[src/rtl/vram_access_arbiter.sv]
// vram_access_arbiter: shares single-port VRAM between GPU fetch reads (priority) and windowed CPU writes
// HBLANK_WRITE_EN: when defined, CPU writes also drain during hblank (hcounter 320..399)
module vram_access_arbiter #(
   parameter int FIFO_DEPTH = 8,
   parameter int ADDR_W     = 16,
   parameter int DATA_W     = 8
) (
   input  logic                          clk_12_5875,
   input  logic                          rst,
   input  logic [9:0]                    hcounter_i,
   input  logic                          writable_i,
   input  logic                          cpu_wr_valid,
   output logic                          cpu_wr_ready,
   input  logic [ADDR_W-1:0]             cpu_wr_addr,
   input  logic [DATA_W-1:0]             cpu_wr_data,
   input  logic                          gpu_rd_req,
   input  logic [ADDR_W-1:0]             gpu_rd_addr,
   output logic                          gpu_rd_valid,
   output logic [DATA_W-1:0]             gpu_rd_data,
   output logic [ADDR_W-1:0]             ram_addr,
   output logic [DATA_W-1:0]             ram_wdata,
   output logic                          ram_we,
   input  logic [DATA_W-1:0]             ram_rdata,
   output logic [$clog2(FIFO_DEPTH):0]   fifo_count_o
);
   localparam int PW = $clog2(FIFO_DEPTH);
   typedef enum logic [1:0] {IDLE, RD, WR} state_t;
   state_t state;
   logic [ADDR_W+DATA_W-1:0] mem [FIFO_DEPTH];
   logic [PW-1:0] wr_ptr, rd_ptr;
   logic win, push, pop;
`ifdef HBLANK_WRITE_EN
   assign win = writable_i || (hcounter_i >= 10'd320 && hcounter_i <= 10'd399);
`else
   logic unused_hcounter;
   assign unused_hcounter = ^hcounter_i;
   assign win = writable_i;
`endif
   assign cpu_wr_ready = (fifo_count_o != (PW+1)'(FIFO_DEPTH)) && !rst;
   assign push = cpu_wr_valid && cpu_wr_ready;
   // a pending read always steals the slot; the FIFO head simply waits
   assign pop = !gpu_rd_req && fifo_count_o != '0 && win;
   assign gpu_rd_data = ram_rdata;
   always_ff @(posedge clk_12_5875)
      if (push) mem[wr_ptr] <= {cpu_wr_addr, cpu_wr_data};
   always_ff @(posedge clk_12_5875) begin
      if (rst) begin
         state        <= IDLE;
         wr_ptr       <= '0;
         rd_ptr       <= '0;
         fifo_count_o <= '0;
         ram_addr     <= '0;
         ram_wdata    <= '0;
         ram_we       <= 1'b0;
         gpu_rd_valid <= 1'b0;
      end else begin
         gpu_rd_valid <= state == RD;
         wr_ptr       <= wr_ptr + PW'(push);
         rd_ptr       <= rd_ptr + PW'(pop);
         fifo_count_o <= fifo_count_o + (PW+1)'(push) - (PW+1)'(pop);
         if (gpu_rd_req) begin
            state    <= RD;
            ram_addr <= gpu_rd_addr;
            ram_we   <= 1'b0;
         end else if (pop) begin
            state                <= WR;
            {ram_addr, ram_wdata} <= mem[rd_ptr];
            ram_we               <= 1'b1;
         end else begin
            state  <= IDLE;
            ram_we <= 1'b0;
         end
      end
   end
endmodule

[config.mk]
export PLATFORM = sky130hd
export DESIGN_NAME = vram_access_arbiter
export DESIGN_NICKNAME = d
export VERILOG_FILES = /design/src/rtl/vram_access_arbiter.sv
export SDC_FILE = /design/constraint.sdc
export NUM_CORES = 1
export LEC_CHECK = 0
export ABC_CLOCK_PERIOD_IN_PS = 4400
export BUFFER_PORTS_ARGS = -buffer_cell sky130_fd_sc_hd__buf_2
export CORE_AREA = 2 2 141 247
export DETAILED_ROUTE_END_ITERATION = 16
export DIE_AREA = 0 0 143 249
export GPL_TIMING_DRIVEN = 0
export SLEW_MARGIN = 15
export SYNTH_ARGS = -nofsm -noshare
export SYNTH_HDL_FRONTEND = slang
export SYNTH_SLANG_ARGS = --single-unit
[constraint.sdc]
create_clock -name clk_12_5875 -period 4.4 [get_ports clk_12_5875]
set_input_delay 0.88 -clock clk_12_5875 [delete_from_list [all_inputs] [get_ports clk_12_5875]]
set_output_delay 0.88 -clock clk_12_5875 [all_outputs]
set_load 0.01 [all_outputs]
# Word-level counts from Yosys, hierarchy flattened

Memories as Yosys holds them, arrays and structs flattened. A register that Yosys moved wholly into a read port is not among the register bits.
Index checks and enable logic that the tools add are counted.

Register bits: 38
Input bits: 63
Output and inout port bits: 39
Memory bits (read-only): 0
Bits in latches: 0
RAM bits: 192
Memories kept: 1

$mul: 0
Magnitude comparators: 0
Equality and inequality tests: 2
Reductions and logical operators: 10
Multiplexer cells: 8
Div/mod/pow operators: 0
$add $sub $neg: 4
Bitwise logic cells: 1
Shift-type cells: 0

Memories:

| name | words | width | read ports | clocked after memory_dff | wr ports | line | text |
|---|---|---|---|---|---|---|---|
| mem  | 8     | 24    | 1          | 1                        | 1        | 29   | `logic [ADDR_W+DATA_W-1:0] mem [FIFO_DEPTH];` |

Operator list:

| operator           | number |
|---|---|
| $mux 16            | 2 |
| $add 3x1->3        | 2 |
| $add 4x1->4        | 1 |
| $logic_and 1x1->1  | 4 |
| $mux 1             | 4 |
| $ne 4x4->1 const B | 1 |
| $reduce_bool 4->1  | 1 |
| $sub 4x1->4        | 1 |
| $mux 3             | 1 |
| $eq 2x1->1 const B | 1 |
| $logic_not 1->1    | 2 |
| $mux 2             | 1 |
| $reduce_and 2->1   | 1 |
| $reduce_bool 2->1  | 1 |
| $reduce_or 2->1    | 1 |
| $not 1->1          | 1 |

# Logic depth before layout (Yosys ltp)

Word-level depth: 5
Gate-level depth with buffers: 12
Mapped depth without buffers: 11

# Least setup slack after synthesis

Ideal clock, no wire load.

Path kind: in2reg
Start: in rst
End: mem mem[0][0] in the netlist's numbering (enable)
Arrival: 3.270 ns
Stages on the path: 6
Buffers on the path: 1
Setup slack: 0.695 ns
Setup time: 0.435 ns
Path through: buf_2 -> a21oi_1 -> nand2_1 -> inv_1 -> nand2b_1 -> nor3_1

Longest elaborated chain between the ends: 5

RTL lines:

| item                         | line | text |
|---|---|---|
| start: declaration           | 9    | `input logic rst,` |
| $logic_not 1->1              | 39   | `assign cpu_wr_ready = (fifo_count_o != (PW+1)'(FIFO_DEPTH)) && !rst;` |
| $logic_and 1x1->1            | 39   |  |
| via cpu_wr_ready             | 13   | `output logic cpu_wr_ready,` |
| $logic_and 1x1->1            | 40   | `assign push = cpu_wr_valid && cpu_wr_ready;` |
| $mux 1                       | 45   | `if (push) mem[wr_ptr] <= {cpu_wr_addr, cpu_wr_data};` |
| $mux 1 (implied by the code) | 45   |  |
| end: declaration             | 29   |  |

The timed path passes the listed nets, and every way through them passes these cells.

# Worst setup path in the final report

Start: reg fifo_count_o[2]
End: reg fifo_count_o[2]

Elaborated cells on any way between the ends: 8
Classes of those cells: 2 x add/sub; 1 x eq/ne; 5 x reduce/logical

RTL lines:

| item                           | line | text |
|---|---|---|
| start: declaration             | 24   | `output logic [$clog2(FIFO_DEPTH):0] fifo_count_o` |
| start signal: assignment       | 60   | `fifo_count_o <= fifo_count_o + (PW+1)'(push) - (PW+1)'(pop);` |
| $reduce_bool 4->1              | 42   | `assign pop = !gpu_rd_req && fifo_count_o != '0 && win;` |
| $logic_and 1x1->1 (2 in a row) | 42   |  |
| via pop                        | 31   | `logic win, push, pop;` |
| $sub 4x1->4                    | 60   |  |

The timed path passes the listed nets, and every way through them passes these cells.
A chain may end at the register's enable or synchronous reset.

==> impl_metrics.json <==
{
  "synthFlopType": "edfxtp_1",
  "path_cells": "inv_1, ha_1, nor3b_1, nor3b_2, buf_4, ha_1, inv_1, ha_1, inv_1, fa_1, xor2_1, nor2_1",
  "grt_remaining_overflow": 0,
  "required_ns": 4.79,
  "reg2reg_from": "fifo_count_o[2]",
  "wl_met2_um": 12000,
  "postRouteAntennaNets": 0,
  "holdPathEnd": "ram_addr[3]",
  "hold_viol": 0,
  "io_buffers": 82,
  "min_period_ns": 2.91,
  "antenna_found_initial": 4,
  "start_kind": "flip-flop",
  "synth_nets": 600,
  "pre_cts_slack_ns": 1.13,
  "dp.cells": 1075,
  "slowest_delay_ns": 0.56,
  "cp-end-kind": "flip-flop",
  "wl_per_cell_um": 19.3,
  "worst_skew_pair.late_latency_ns": 0.53,
  "tritoncts": "built",
  "power.total_mw": 5.24,
  "dr.max_layer_used": "met5",
  "hold_buffers": 0,
  "yosysWarnings": 0,
  "reg2reg_to": "fifo_count_o[2]",
  "final_core_util_pct": 32.6,
  "cts_buffer_depth": 3,
  "slowest_stage": "nor3b_2",
  "drive_gt1_share_pct": 27.6,
  "syn_area_um2": 8970,
  "r2r_slack_ns": 1.49,
  "num_io_pins": 102,
  "m1WireLength_um": 7700,
  "final_area_um2": 10900,
  "root_buffer": "clkbuf_16",
  "wl_met3_um": 1120,
  "min_from": "ram_addr[3]",
  "avgSynthCellArea_um2": 17.0,
  "start_util_pct": 26.7,
  "synthTopCellsByArea": "edfxtp_1 64%, dfxtp_1 8.3%, mux2i_1 7.5%, a22oi_1 3.3%, mux4_1 2.3%",
  "synthArstFlopShare_pct": 0,
  "setup_slack_ns": 1.49,
  "min_period_over_period_pct": 66.1,
  "p_leak_nw": 3.69,
  "ys_seq_area_share_pct": 72.6,
  "drt-pass1-iter-count": 4,
  "critical_path_arrival_ns": 3.31,
  "fin_skew_ns": 0.0254,
  "cts_sinks": 229,
  "synth.most_common_cell": "edfxtp_1",
  "path_clk_slew_ns": 0.07,
  "maxSlewViolCount": 0,
  "r2r_cells": 12,
  "nFillCells": 3239,
  "final_cells": 1115,
  "maxCapViolCount": 0,
  "fin_setup_tns_ns": 0,
  "cts_buffers": 22,
  "core_region_area_um2": 33500,
  "setup_viol": 0,
  "yosysTopAreaCell": "edfxtp_1",
  "worstHoldPathCells": 2,
  "vias": 4955,
  "gp_congestion": 0.708,
  "fp.dieArea_um2": 35600,
  "maxSlewHeadroom_pct": 45.0,
  "ys_ff_latch": 229,
  "rows": 89,
  "ir_drop_mv": 0.231,
  "grt_pass1_wl_um": 32600,
  "synthCells": 526,
  "drt_first_iter_violations": 281,
  "grt_use_total_pct": 12.4,
  "routed_wl_um": 21600,
  "cts_max_level": 1,
  "setup.worst_path.class": "flip-flop to flip-flop",
  "rsz0062_at_grt": "no",
  "dpl_cell_area_um2": 10200,
  "crit_fanout": 11,
  "finalNetCount": 718,
  "synth_top_area_share_pct": 64.3,
  "netlist_top_cells_count": "192 x edfxtp_1, 67 x mux2i_1, 39 x a22oi_1, 37 x dfxtp_1, 20 x nor2_1",
  "holdWs_ns": 0.475,
  "dieWidth_um": 143,
  "cts_resized": 0,
  "post-cts-setup-buffer-count": 0,
  "yosys.cell_types.count": 43,
  "worst_pin_slew_ns": 0.826,
  "fmax_mhz": 344,
  "hp-class": "flip-flop to flip-flop",
  "syn2layout_area_growth_pct": 22.0,
  "status": "finished, final reports clean",
  "via_per_inst": 4.44,
  "die_h_um": 249,
  "grt_pass1_vias": 5381,
  "powerDensity_nw_per_um2": 479,
  "grt_max_degree": 19,
  "drc": 0,
  "synth_enable_flop_cells": 192,
  "hpwl_um": 14900
}
-- layout by cell type, fill, tap and decap left out, types with 7 or more instances in the layout --
master	Yosys	layout
inv_1	10	10
a211oi_1	8	8
a22oi_1	39	39
mux2i_1	67	67
buf_2	7	89
buf_4	16	20
clkbuf_16	0	23
nand2_1	9	9
ha_1	10	10
o21ai_1	7	7
nand3_1	13	13
nor2b_1	8	8
mux4_1	8	8
edfxtp_1	192	192
clkbuf_1	6	9
buf_6	5	7
dfxtp_1	37	37
a21oi_1	9	9
nor2_1	20	14
-- kinds of logic (layout without fill, tap and decap cells) --
logic type               Yosys count  count (layout)  share of synthesized area, %
flip-flops                       229             229                          72.6
AO/OA/AOI/OAI                     87              87                          6.91
multiplexers                      85              85                          11.6
AND/OR/NAND/NOR                   64              64                          3.70
buffers and inverters             46             179                          3.24
adder cells (fa/ha/maj)           11              11                          1.62
XOR/XNOR                           4               4                         0.391
other                              0               1                             0
-- area by class of cell --
cell class | count | area (um^2) | area share [%]
sequential | 229 | 6510 | 59.5
multi-input combinational | 251 | 2220 | 20.3
clock buffer | 29 | 628 | 5.74
timing repair buffer | 94 | 613 | 5.60
tap | 455 | 569 | 5.20
buffer | 36 | 253 | 2.31
clock inverter | 10 | 108 | 0.983
inverter | 10 | 37.5 | 0.343
antenna | 1 | 2.50 | 0.0229
-- critical path: cells and delay by family, from the launching register on --
family	cells	cell delay, ns
fa+ha+maj	4	1.02
simple gates	3	0.78
buf+inv	4	0.51
flops	1	0.33
xor+xnor	1	0.16
-- how the worst max path moves through the flow --
| stage | startpoint | end | slack, ns | depth (start not counted) |
|---|---|---|---|---|
| after detailed placement | gpu_rd_req | fifo_count_o[2] | 1.13 | 10 |
| after global routing | fifo_count_o[2] | fifo_count_o[2] | 1.17 | 12 |
| final | fifo_count_o[2] | fifo_count_o[2] | 1.49 | 12 |
| after CTS | fifo_count_o[2] | fifo_count_o[2] | 1.42 | 12 |
| after floorplan | rst | mem[0][0] | 0.70 | 6 |
| after global placement | rst | mem[0][20] | -1.04 | 6 |
-- state kept, by name, indices dropped and copies added (netlist names) --
register / flops
mem: 192
ram_addr: 16
ram_wdata: 8
fifo_count_o: 4
rd_ptr: 3
wr_ptr: 3
gpu_rd_valid: 1
ram_we: 1
state: 1
-- per-layer routing --
layer | vias up | track usage, %
li1 | 2292 | -
met4 | 6 | 5.80
met5 | - | 0
met2 | 135 | 23.2
met3 | 42 | 2.40
met1 | 2480 | 13.0
-- where the power goes --
part | switching [mW] | internal, mW | leakage [nW] | total (mW)
logic | 0.460 | 0.363 | 1.29 | 0.823
clock network | 0.799 | 1.12 | 0.360 | 1.92
registers | 0.0494 | 2.45 | 2.04 | 2.50
total | 1.31 | 3.94 | 3.69 | 5.24
No activity file was read; power rests on OpenSTA's default activity.
